===== config.mk =====
export PLATFORM = sky130hd
export DESIGN_NAME = btn_debounce
export DESIGN_NICKNAME = d
export VERILOG_FILES = /design/src/rtl/btn_pkg.sv /design/src/rtl/sync_2ff.sv /design/src/rtl/btn_debounce.sv
export SDC_FILE = /design/constraint.sdc
export NUM_CORES = 1
export LEC_CHECK = 0
export BUFFER_PORTS_ARGS = -buffer_cell sky130_fd_sc_hd__buf_2
export CAP_MARGIN = 15
export CORE_MARGIN = 2
export CORE_UTILIZATION = 25
export CTS_CLUSTER_SIZE = 10
export DETAILED_ROUTE_END_ITERATION = 7
export MAX_ROUTING_LAYER = met4
export PLACE_DENSITY = 0.36
export SLEW_MARGIN = 15
export SYNTH_ARGS = -nofsm -noshare
export SYNTH_HDL_FRONTEND = slang
export SYNTH_SLANG_ARGS = --single-unit

===== constraint.sdc =====
create_clock -name Clk -period 2.4 [get_ports Clk]
set_input_delay 0.24 -clock Clk [delete_from_list [all_inputs] [get_ports Clk]]
set_output_delay 0.24 -clock Clk [all_outputs]
set_load 0.03 [all_outputs]

===== src/rtl/btn_pkg.sv =====
// Shared definitions for the pushbutton conditioning path: FSM state codes and timer counts.
package btn_pkg;

  typedef enum logic [2:0] {
    INI     = 3'd0,
    WQ      = 3'd1,
    SCEN_ST = 3'd2,
    HOLD    = 3'd3,
    MCEN_ST = 3'd4,
    RPT     = 3'd5,
    WREL    = 3'd6
  } btn_state_t;

  // 100 MHz board timing
  localparam int DEF_CNT_W           = 27;
  localparam int DEF_DEBOUNCE_CYCLES = 1_000_000;
  localparam int DEF_HOLD_CYCLES     = 50_000_000;
  localparam int DEF_REPEAT_CYCLES   = 10_000_000;

  // Short counts so simulation reaches every timeout quickly
  localparam int SIM_CNT_W           = 8;
  localparam int SIM_DEBOUNCE_CYCLES = 4;
  localparam int SIM_HOLD_CYCLES     = 10;
  localparam int SIM_REPEAT_CYCLES   = 5;

endpackage


===== src/rtl/sync_2ff.sv =====
// Two-flop synchronizer for a single asynchronous board input.
module sync_2ff (
  input  logic Clk,
  input  logic reset,
  input  logic d,
  output logic q
);

  logic ff1;

  always_ff @(posedge Clk) begin
    if (reset) begin
      ff1 <= 1'b0;
      q   <= 1'b0;
    end else begin
      ff1 <= d;
      q   <= ff1;
    end
  end

endmodule


===== src/rtl/btn_debounce.sv =====
// Pushbutton conditioner: synchronize, debounce, single press pulse and optional auto-repeat.
// Auto-repeat is built only when BTN_DEBOUNCE_REPEAT_EN is defined; otherwise mcen mirrors scen.
module btn_debounce
  import btn_pkg::*;
#(
  parameter int CNT_W           = DEF_CNT_W,
  parameter int DEBOUNCE_CYCLES = DEF_DEBOUNCE_CYCLES,
  parameter int HOLD_CYCLES     = DEF_HOLD_CYCLES,
  parameter int REPEAT_CYCLES   = DEF_REPEAT_CYCLES
) (
  input  logic       Clk,
  input  logic       reset,
  input  logic       btn_in,
  output logic       db_out,
  output logic       scen,
  output logic       mcen,
  output logic [2:0] state_out
);

  if (DEBOUNCE_CYCLES < 1 || HOLD_CYCLES < 1 || REPEAT_CYCLES < 1) begin : g_bad_param
    $error("btn_debounce: cycle counts must be at least 1");
  end

  localparam logic [CNT_W-1:0] DB_LAST = CNT_W'(DEBOUNCE_CYCLES - 1);
`ifdef BTN_DEBOUNCE_REPEAT_EN
  localparam logic [CNT_W-1:0] HOLD_LAST = CNT_W'(HOLD_CYCLES - 1);
  localparam logic [CNT_W-1:0] RPT_LAST  = CNT_W'(REPEAT_CYCLES - 1);
`endif

  logic             btn_s;
  btn_state_t       state_q, state_d;
  logic [CNT_W-1:0] cnt;
  logic             cnt_run;

  sync_2ff u_sync (
    .Clk   (Clk),
    .reset (reset),
    .d     (btn_in),
    .q     (btn_s)
  );

  always_ff @(posedge Clk) begin
    if (reset) begin
      state_q <= INI;
      cnt     <= '0;
    end else begin
      state_q <= state_d;
      cnt     <= cnt_run ? cnt + CNT_W'(1) : '0;
    end
  end

  // cnt_run is raised only on paths that stay in the same state, so any
  // state change (and INI) clears the timer.
  always_comb begin
    state_d = INI;
    cnt_run = 1'b0;
    case (state_q)
      INI: state_d = btn_s ? WQ : INI;
      WQ: begin
        if (!btn_s)             state_d = INI;
        else if (cnt == DB_LAST) state_d = SCEN_ST;
        else begin
          state_d = WQ;
          cnt_run = 1'b1;
        end
      end
      SCEN_ST: state_d = HOLD;
`ifdef BTN_DEBOUNCE_REPEAT_EN
      HOLD: begin
        if (!btn_s)                state_d = WREL;
        else if (cnt == HOLD_LAST) state_d = MCEN_ST;
        else begin
          state_d = HOLD;
          cnt_run = 1'b1;
        end
      end
      MCEN_ST: state_d = RPT;
      RPT: begin
        if (!btn_s)               state_d = WREL;
        else if (cnt == RPT_LAST) state_d = MCEN_ST;
        else begin
          state_d = RPT;
          cnt_run = 1'b1;
        end
      end
`else
      // No timeout here, so the timer is left idle to avoid wrapping.
      HOLD: state_d = btn_s ? HOLD : WREL;
`endif
      WREL: begin
        if (btn_s)               state_d = HOLD;
        else if (cnt == DB_LAST) state_d = INI;
        else begin
          state_d = WREL;
          cnt_run = 1'b1;
        end
      end
      default: state_d = INI;
    endcase
  end

  assign db_out    = (state_q == SCEN_ST) || (state_q == HOLD) || (state_q == MCEN_ST) ||
                     (state_q == RPT) || (state_q == WREL);
  assign scen      = (state_q == SCEN_ST);
`ifdef BTN_DEBOUNCE_REPEAT_EN
  assign mcen      = (state_q == SCEN_ST) || (state_q == MCEN_ST);
`else
  assign mcen      = (state_q == SCEN_ST);
`endif
  assign state_out = state_q;

endmodule


**After elaboration in Yosys (flattened, before gate mapping)**

Index checks and enable logic that the tools add are counted.

- Output and inout bits: 6
- Register bits after elaboration: 32
- Bits of input ports: 3

- Reductions and logical operators: 6
- Eq/ne operators: 7
- Multiplexer cells: 11
- Bitwise gates (word level): 1
- Add/subtract/negate cells: 1

Operators with widths:

| cell | number |
|---|---|
| 27-bit by 1-bit adder with 27-bit output, second input constant | 1 |
| 27-bit by 20-bit equality test with 1-bit output, second input constant | 1 |
| 3-bit one-hot mux with 5 select lines | 1 |
| 3-bit equality test, second input constant | 3 |
| 3-bit two-way mux | 3 |
| 3-bit by 2-bit equality test with 1-bit output, second input constant | 2 |
| 1-bit logical OR | 4 |
| 1-bit two-way mux | 4 |
| 2-bit two-way mux | 2 |
| 3-bit by 1-bit equality test with 1-bit output, second input constant | 1 |
| 3-bit logical NOT | 1 |
| 1-bit one-hot mux with 2 select lines | 1 |
| 2-bit OR reduction | 1 |
| 1-bit inverter | 1 |

**Logic depth before layout (Yosys ltp)**

Gate-level depths: netlist of the first run.

- Depth in word-level cells: 6
- Depth in mapped cells: 6
- Depth with buffers taken out: 5

**By module**

From an unflattened synthesis of the first run, not the netlist that was laid out.

- Cell total of the unflattened synthesis: 181
- Area, all modules: 1554.0 µm²

By module, submodules not included:

| module | area each (µm²) | times used | cells an instance |
|---|---|---|---|
| btn_debounce | 1501.4 | 1 | 177 |
| sync_2ff | 52.6 | 1 | 4 |

**Least setup slack after synthesis of the first run**

OpenSTA, ideal clock, no wires.

- Path kind: register -> register
- From: register cnt[0]
- To: register cnt[26]
- Period minus slack after synthesis: 1918 ps
- Library setup time: 72 ps
- Data required time: 2328 ps
- Arrival: 1846 ps
- Setup slack: 482 ps
- Stages on the path, launching flop included: 6
- Cells stage by stage: dfxtp_1 > ha_1 > nand4_2 > or4_1 > or4_1 > a21oi_1

- Cells in the longest elaborated chain, start to end: 6
- Elaborated cells on any way between the ends: 8
- Classes of those cells: add/sub: 1; eq/ne: 1; mux: 4; bitwise: 1; reduce/logical: 1

Ends and longest elaborated chain:

| what | RTL line | source |
|---|---|---|
| start, declared | btn_debounce.sv:32 | `logic [CNT_W-1:0] cnt;` |
| start signal, assigned | btn_debounce.sv:48 | `cnt <= cnt_run ? cnt + CNT_W'(1) : '0;` |
| 27-bit by 20-bit equality test with 1-bit output | btn_debounce.sv:61, btn_debounce.sv:92 |  |
| 1-bit two-way mux | btn_debounce.sv:61, btn_debounce.sv:92 |  |
| 1-bit two-way mux (on tied branches) | btn_debounce.sv:91, btn_debounce.sv:60 |  |
| 1-bit one-hot mux with 2 select lines | btn_debounce.sv:57 | `case (state_q)` |
| 1-bit inverter (no line) | -- |  |
| 2-bit OR reduction (no line) | -- |  |

Parallel ways exist; a longest one is shown, timed or not.
A chain may end at the register's enable or synchronous reset.

**Worst setup path after layout of the first run**

Ends and elaborated chain as after synthesis.

==> results of run 1 <==
==> worst paths after layout <==
check,start,end,cells after the start
worst max-delay path,cnt[0],cnt[26],5
worst min-delay path,btn_in,u_sync.ff1,2
worst max register to register,cnt[0],cnt[26],5
worst min register to register,u_sync.ff1,u_sync.q,1
==> state kept, by name, indices dropped and copies added, names as in the netlist <==
register and flops:
u_sync.q 1, u_sync.ff1 1, state_out 3, cnt 27
==> per-stage QoR <==
step	instances	power (uW)
floorplan	181	599
CTS	267	1060
global route	267	1090
global placement	259	614
detailed placement	259	615
finish	267	1030
==> metal layers <==
| layer | wire, microns | vias up | global-route usage (%) |
|---|---|---|---|
| met5 | 0 | - | - |
| met2 | 1430 | 10 | 16.7 |
| met1 | 1700 | 601 | 13.6 |
| met3 | 85 | 5 | 2.98 |
| met4 | 40 | 0 | 4.02 |
| li1 | - | 680 | - |
==> power groups by stage <==
stage          Clock (uW)  Combinational (uW)  Sequential (uW)
2_1_floorplan           0                35.4              564
3_3_place_gp            0                55.9              558
3_5_place_dp            0                56.1              559
4_1_cts               453                56.3              546
5_1_grt               483                60.6              548
6_report              430                55.4              547
==> layout make-up <==
cell class,count,area [sq um],share of cell area (%)
Clock inverter,2,10.0,0.570
Sequential cell,32,641,36.5
Multi-Input combinational cell,138,858,48.9
Clock buffer,6,82.6,4.70
Timing Repair Buffer,10,55.1,3.14
Inverter,4,15.0,0.855
Tap cell,75,93.8,5.35
==> kinds of logic after synthesis <==
logic type | Yosys count | synth area share, %
AO/OA/AOI/OAI | 32 | 11.6
AND/OR/NAND/NOR | 90 | 34.4
adder cells (fa/ha/maj) | 1 | 0.805
flip-flops | 32 | 41.2
buffers and inverters | 11 | 3.54
XOR/XNOR | 15 | 8.45
==> synth_stat cells <==
cell type  number
a21oi_1        14
a31oi_1         2
and3_1          1
and4_1          4
buf_2           2
buf_4           1
buf_6           1
clkbuf_1        3
dfxtp_1        32
ha_1            1
inv_1           4
nand2_1        11
nand2b_1        1
nand3_1         9
nand3_4         1
nand4_1         6
nand4_2         3
nand4bb_1       2
nor2_1         22
nor2b_1         7
nor3_1          3
nor4_1          6
nor4bb_1        1
o21a_1          1
o21ai_0         8
o21ai_1         1
o31ai_1         6
or3_1           4
or3_4           1
or4_1           8
xnor2_1        12
xor2_1          3
==> impl_results.md, run 1 <==
* GR Overflow Total at 0
* Die Height at 82.8 microns
* Initial core utilization at 26.1%
* CTS tree: built
* Cells resized by post-CTS repair at 0
* Final Hold Violating Endpoints at 0
* Fin worst setup slack at 337 ps
* Initial antenna violation count at 0
* Root Buffer: clkbuf_8
* Via count at 1296
* Bufs on Longest Clock Path at 2
* IO buf count at 8
* Placed Area at 1660 sq um
* Initial DRC Count at 25
* Chip Width at 82.8 microns
* P per Cell Area at 588 nW/um^2
* Worst R2R Setup Slack at 340 ps
* Fill cell count at 665
* Final antenna-violating net count at 0
* Rel. slew slack at 76.2%
* Ranking of synthesized cells by area: dfxtp_1 41%, xnor2_1 6.8%, nor2_1 5.3%, a21oi_1 4.5%, or4_1 3.9%
* Required @ worst endpoint at 2610 ps
* Share of cells above drive strength 1 at 12.0%
* Average size of a mapped cell at 8.59 sq um
* Commonest non-fill, non-tap cell in the layout: dfxtp_1
* WL final at 3.26 mm
* Top-area cell type share of the netlist area at 41.2%
* Max IR drop VDD at 0.232 mV
* Most frequent cells in the layout: 32 x dfxtp_1, 22 x nor2_1, 14 x a21oi_1
* Syn_nets at 185
* Critical path endpoint category: flip-flop
* I/O pin count at 9
* Netlist cell types at 32
* Yosys top cell by area: dfxtp_1
* GR Util All Layers at 10.9%
* Cells after synthesis at 181
* Max Slew Vio Count at 0
* Setup violations, final at 0
* Gate power share at 5.4%
* Clock slew seen by the registers of the worst setup and hold paths at 70 ps
* Delay-heaviest family, CP: simple AND/OR/NAND/NOR gates
* Min Tclk post-route at 2060 ps
* Sw frac at 24.0%
* Worst setup path category: reg -> reg
* DRT Pass-1 Iters at 4
* Yosys warning count at 0
* Max Clock Skew at 3.09 ps
* CTS hold repair buffers at 0
* Post-Route Setup TNS at 0 ps
* Clk pwr share at 41.7%
* Antenna Cells at 0
* Crit path largest cell delay at 570 ps
* Bufs and invs on worst path at 0
* Global placer's final weighted congestion at 0.761
* Critical Path AT at 2280 ps
* Residual DRC count at 0
* MaxCap Viol Count at 0
* CP Cell Sequence: ha_1, nand4_2, or4_1, or4_1, a21oi_1
* Fin nets at 195
* Post-CTS Setup Inserts at 0
* Syn-to-layout area delta at 13.0%
* Core box area at 5960 sq um
* Die area at 6860 sq um
* Number of global-route vias before repair at 1294
* Crit path launch type: flip-flop
* Crit-path max FO at 4
* Mapped cell area at 1550 sq um
* Cell Int Power at 785 uW
* Tightest Pin Transition at 356 ps
* P_leak at 0.000513 uW
* Row count at 28
* DP HPWL at 2.29 mm
* Period utilisation layout at 85.9%
* CTS sink count at 32
* Vias/cell at 4.85
* Crit-path slowest cell: or4_1
* Place WS at 331 ps
* Hold Slack at 175 ps
* Largest net degree at the start of global routing at 28
* Hold Crit Class: in -> reg
* Number of synthesized register bits at 32
* Crit-path most repeated cell: or4_1
* P_sw at 248 uW
* Insertion delay to the later sink of the worst-skew pair at 280 ps
* DR WL/cell at 12.2 microns
* Status: complete, no violations
* Util after Layout at 29.5%
* RSZ-0062 raised after global routing: no
* CTS Buf Count at 5
* Post-route cell area at 1760 sq um
* Sequential power share at 53.0%
* Fmax achieved at 0.485 GHz
* H-tree levels at 2
* Seq/Total Area, Yosys at 41.2%
* First-pass GRT wire length at 5.91 mm
Note: power is estimated with default switching activity, not from simulation.
==> run 2: changes to the inputs <==
- PLACE_DENSITY: 0.36 -> 0.5
==> run 2 against run 1 <==
Core utilization grew 0.063 points. Clock power is essentially flat. Sequential share of layout area shrank 0.078 points. Register-to-register slack lost 50 ps. Global-route usage shrank 0.50 points. Die area is the same. Flip-flop and latch count is the same. Largest power group unchanged.
==> impl_results.md, run 2 (synthesized netlist as in run 1, its figures left out) <==
* Row count at 28 (unchanged)
* Antenna Cells at 0 (unchanged)
* Vias/cell at 4.97 (+2.3%)
* Core box area at 5960 sq um (unchanged)
* Critical Path AT at 2330 ps (+50 ps)
* P_leak at 0.000514 uW (+0.10%)
* Post-Route Setup TNS at 0 ps (unchanged)
* Max reg flops at 27 (unchanged)
* IO buf count at 8 (unchanged)
* GR Util All Layers at 10.4% (-0.50 points)
* Most frequent cells in the layout: 32 x dfxtp_1, 22 x nor2_1, 14 x a21oi_1
* MaxCap Viol Count at 0 (unchanged)
* First-pass GRT wire length at 5.64 mm (-4.7%)
* Final Hold Violating Endpoints at 0 (unchanged)
* Min Tclk post-route at 2110 ps (+46.0 ps)
* CTS Buf Count at 5 (unchanged)
* Final antenna-violating net count at 0 (unchanged)
* Fmax achieved at 0.474 GHz (-2.2%)
* Clock slew seen by the registers of the worst setup and hold paths at 70 ps (about the same)
* Placed Area at 1670 sq um (+0.23%)
* Initial antenna violation count at 0 (unchanged)
* Largest net degree at the start of global routing at 28 (unchanged)
* WL final at 3.16 mm (-2.9%)
* Syn-to-layout area delta at 13.2%
* Fin worst setup slack at 291 ps (-46.0 ps)
* Start point of the critical path: cnt[0]
* P per Cell Area at 585 nW/um^2 (-0.52%)
* Number of global-route vias before repair at 1181 (-8.7%)
* Tightest Pin Transition at 437 ps (+81.4 ps)
* Sw frac at 23.8% (-0.23 points)
* I/O pin count at 9 (unchanged)
* Via count at 1326 (+2.3%)
* Insertion delay to the later sink of the worst-skew pair at 290 ps (about the same)
* Post-route cell area at 1760 sq um (+0.21%)
* Commonest non-fill, non-tap cell in the layout: dfxtp_1
* CTS tree: built
* Cell Int Power at 785 uW (about the same)
* Root Buffer: clkbuf_8
* Max IR drop VDD at 0.249 mV (+7.5%)
* Cells resized by post-CTS repair at 0 (unchanged)
* Period utilisation layout at 87.9% (+1.9 points)
* Crit path launch type: flip-flop
* GR Overflow Total at 0 (unchanged)
* Chip Width at 82.8 microns (unchanged)
* Die Height at 82.8 microns (unchanged)
* RSZ-0062 raised after global routing: no
* CTS hold repair buffers at 0 (unchanged)
* Sequential power share at 53.1% (about the same)
* Total power at 1030 uW (-0.31%)
* Initial core utilization at 26.1% (unchanged)
* Hold Crit Class: in -> reg
* Die area at 6860 sq um (unchanged)
* Bufs on Longest Clock Path at 2 (unchanged)
* Hold_sp: btn_in
* Clk pwr share at 41.6% (about the same)
* Max Clock Skew at 2.78 ps (-0.311 ps)
* Crit-path max FO at 9 (+5)
* Global placer's final weighted congestion at 0.748 (-1.6%)
* Status: complete, no violations
* Reg2Reg Launch Point: cnt[0]
* Share of cells above drive strength 1 at 12.5% (+0.52 points)
* DR WL/cell at 11.8 microns (-2.9%)
* Setup violations, final at 0 (unchanged)
* DRT Pass-1 Iters at 4 (unchanged)
* Fin nets at 195 (unchanged)
* Max Slew Vio Count at 0 (unchanged)
* Residual DRC count at 0 (unchanged)
* Gate power share at 5.3% (about the same)
* Post-CTS Setup Inserts at 0 (unchanged)
* Top reg by flops: cnt
* DP HPWL at 2.18 mm (-4.7%)
* Critical path endpoint category: flip-flop
* H-tree levels at 2 (unchanged)
* Required @ worst endpoint at 2620 ps (about the same)
* Place WS at 295 ps (-36.7 ps)
* Rel. slew slack at 70.6% (-5.7 points)
* Worst setup path category: reg -> reg
* CTS sink count at 32 (unchanged)
* P_sw at 244 uW (-1.2%)
* Initial DRC Count at 60 (+140%)
-- run 2: final timing paths --
| path | end | slack, ps | depth (start not counted) |
|---|---|---|---|
| worst min register to register | u_sync.q | 430 | 1 |
| worst max register to register | cnt[24] | 290 | 6 |
| worst max-delay path | cnt[24] | 290 | 6 |
| worst min-delay path | u_sync.ff1 | 160 | 2 |
-- run 2: per-stage QoR --
stage          cells  utilization [%]  hold slack, ps
2_1_floorplan    181                -             309
3_3_place_gp     259             28.0             418
3_5_place_dp     259             28.0             422
4_1_cts          267             29.5             165
5_1_grt          267             29.5             192
6_report         267             29.5             160
-- run 2: per-layer routing --
metal / share of wire [%] / vias up / track usage (%)
met5: 0 / - / -
met4: 1.9 / 0 / 4.47
met3: 5.3 / 4 / 3.98
met2: 43 / 30 / 14.7
met1: 50 / 611 / 13.1
li1: - / 681 / -
-- run 2: layout make-up --
| type | instances | area [sq um] |
|---|---|---|
| Clock inverter | 2 | 10.0 |
| Multi-Input combinational cell | 138 | 862 |
| Sequential cell | 32 | 641 |
| Inverter | 4 | 15.0 |
| Fill cell | 662 | 4200 |
| Timing Repair Buffer | 10 | 55.1 |
| Tap cell | 75 | 93.8 |
| Clock buffer | 6 | 82.6 |
-- run 2: power groups by stage --
stage / logic [uW] / clock network (uW) / registers [uW]
floorplan: 35.4 / 0 / 564
global placement: 54.8 / 0 / 559
detailed placement: 55.6 / 0 / 559
global route: 59.8 / 467 / 547
CTS: 55.8 / 441 / 546
finish: 54.9 / 428 / 546
-- run 2: critical path, stage by stage (launching register included) --
cell,delay (ps)
dfxtp_1,390
ha_1,250
nand4_2,170
or4_1,600
buf_4,190
or3_1,300
a21oi_1,140
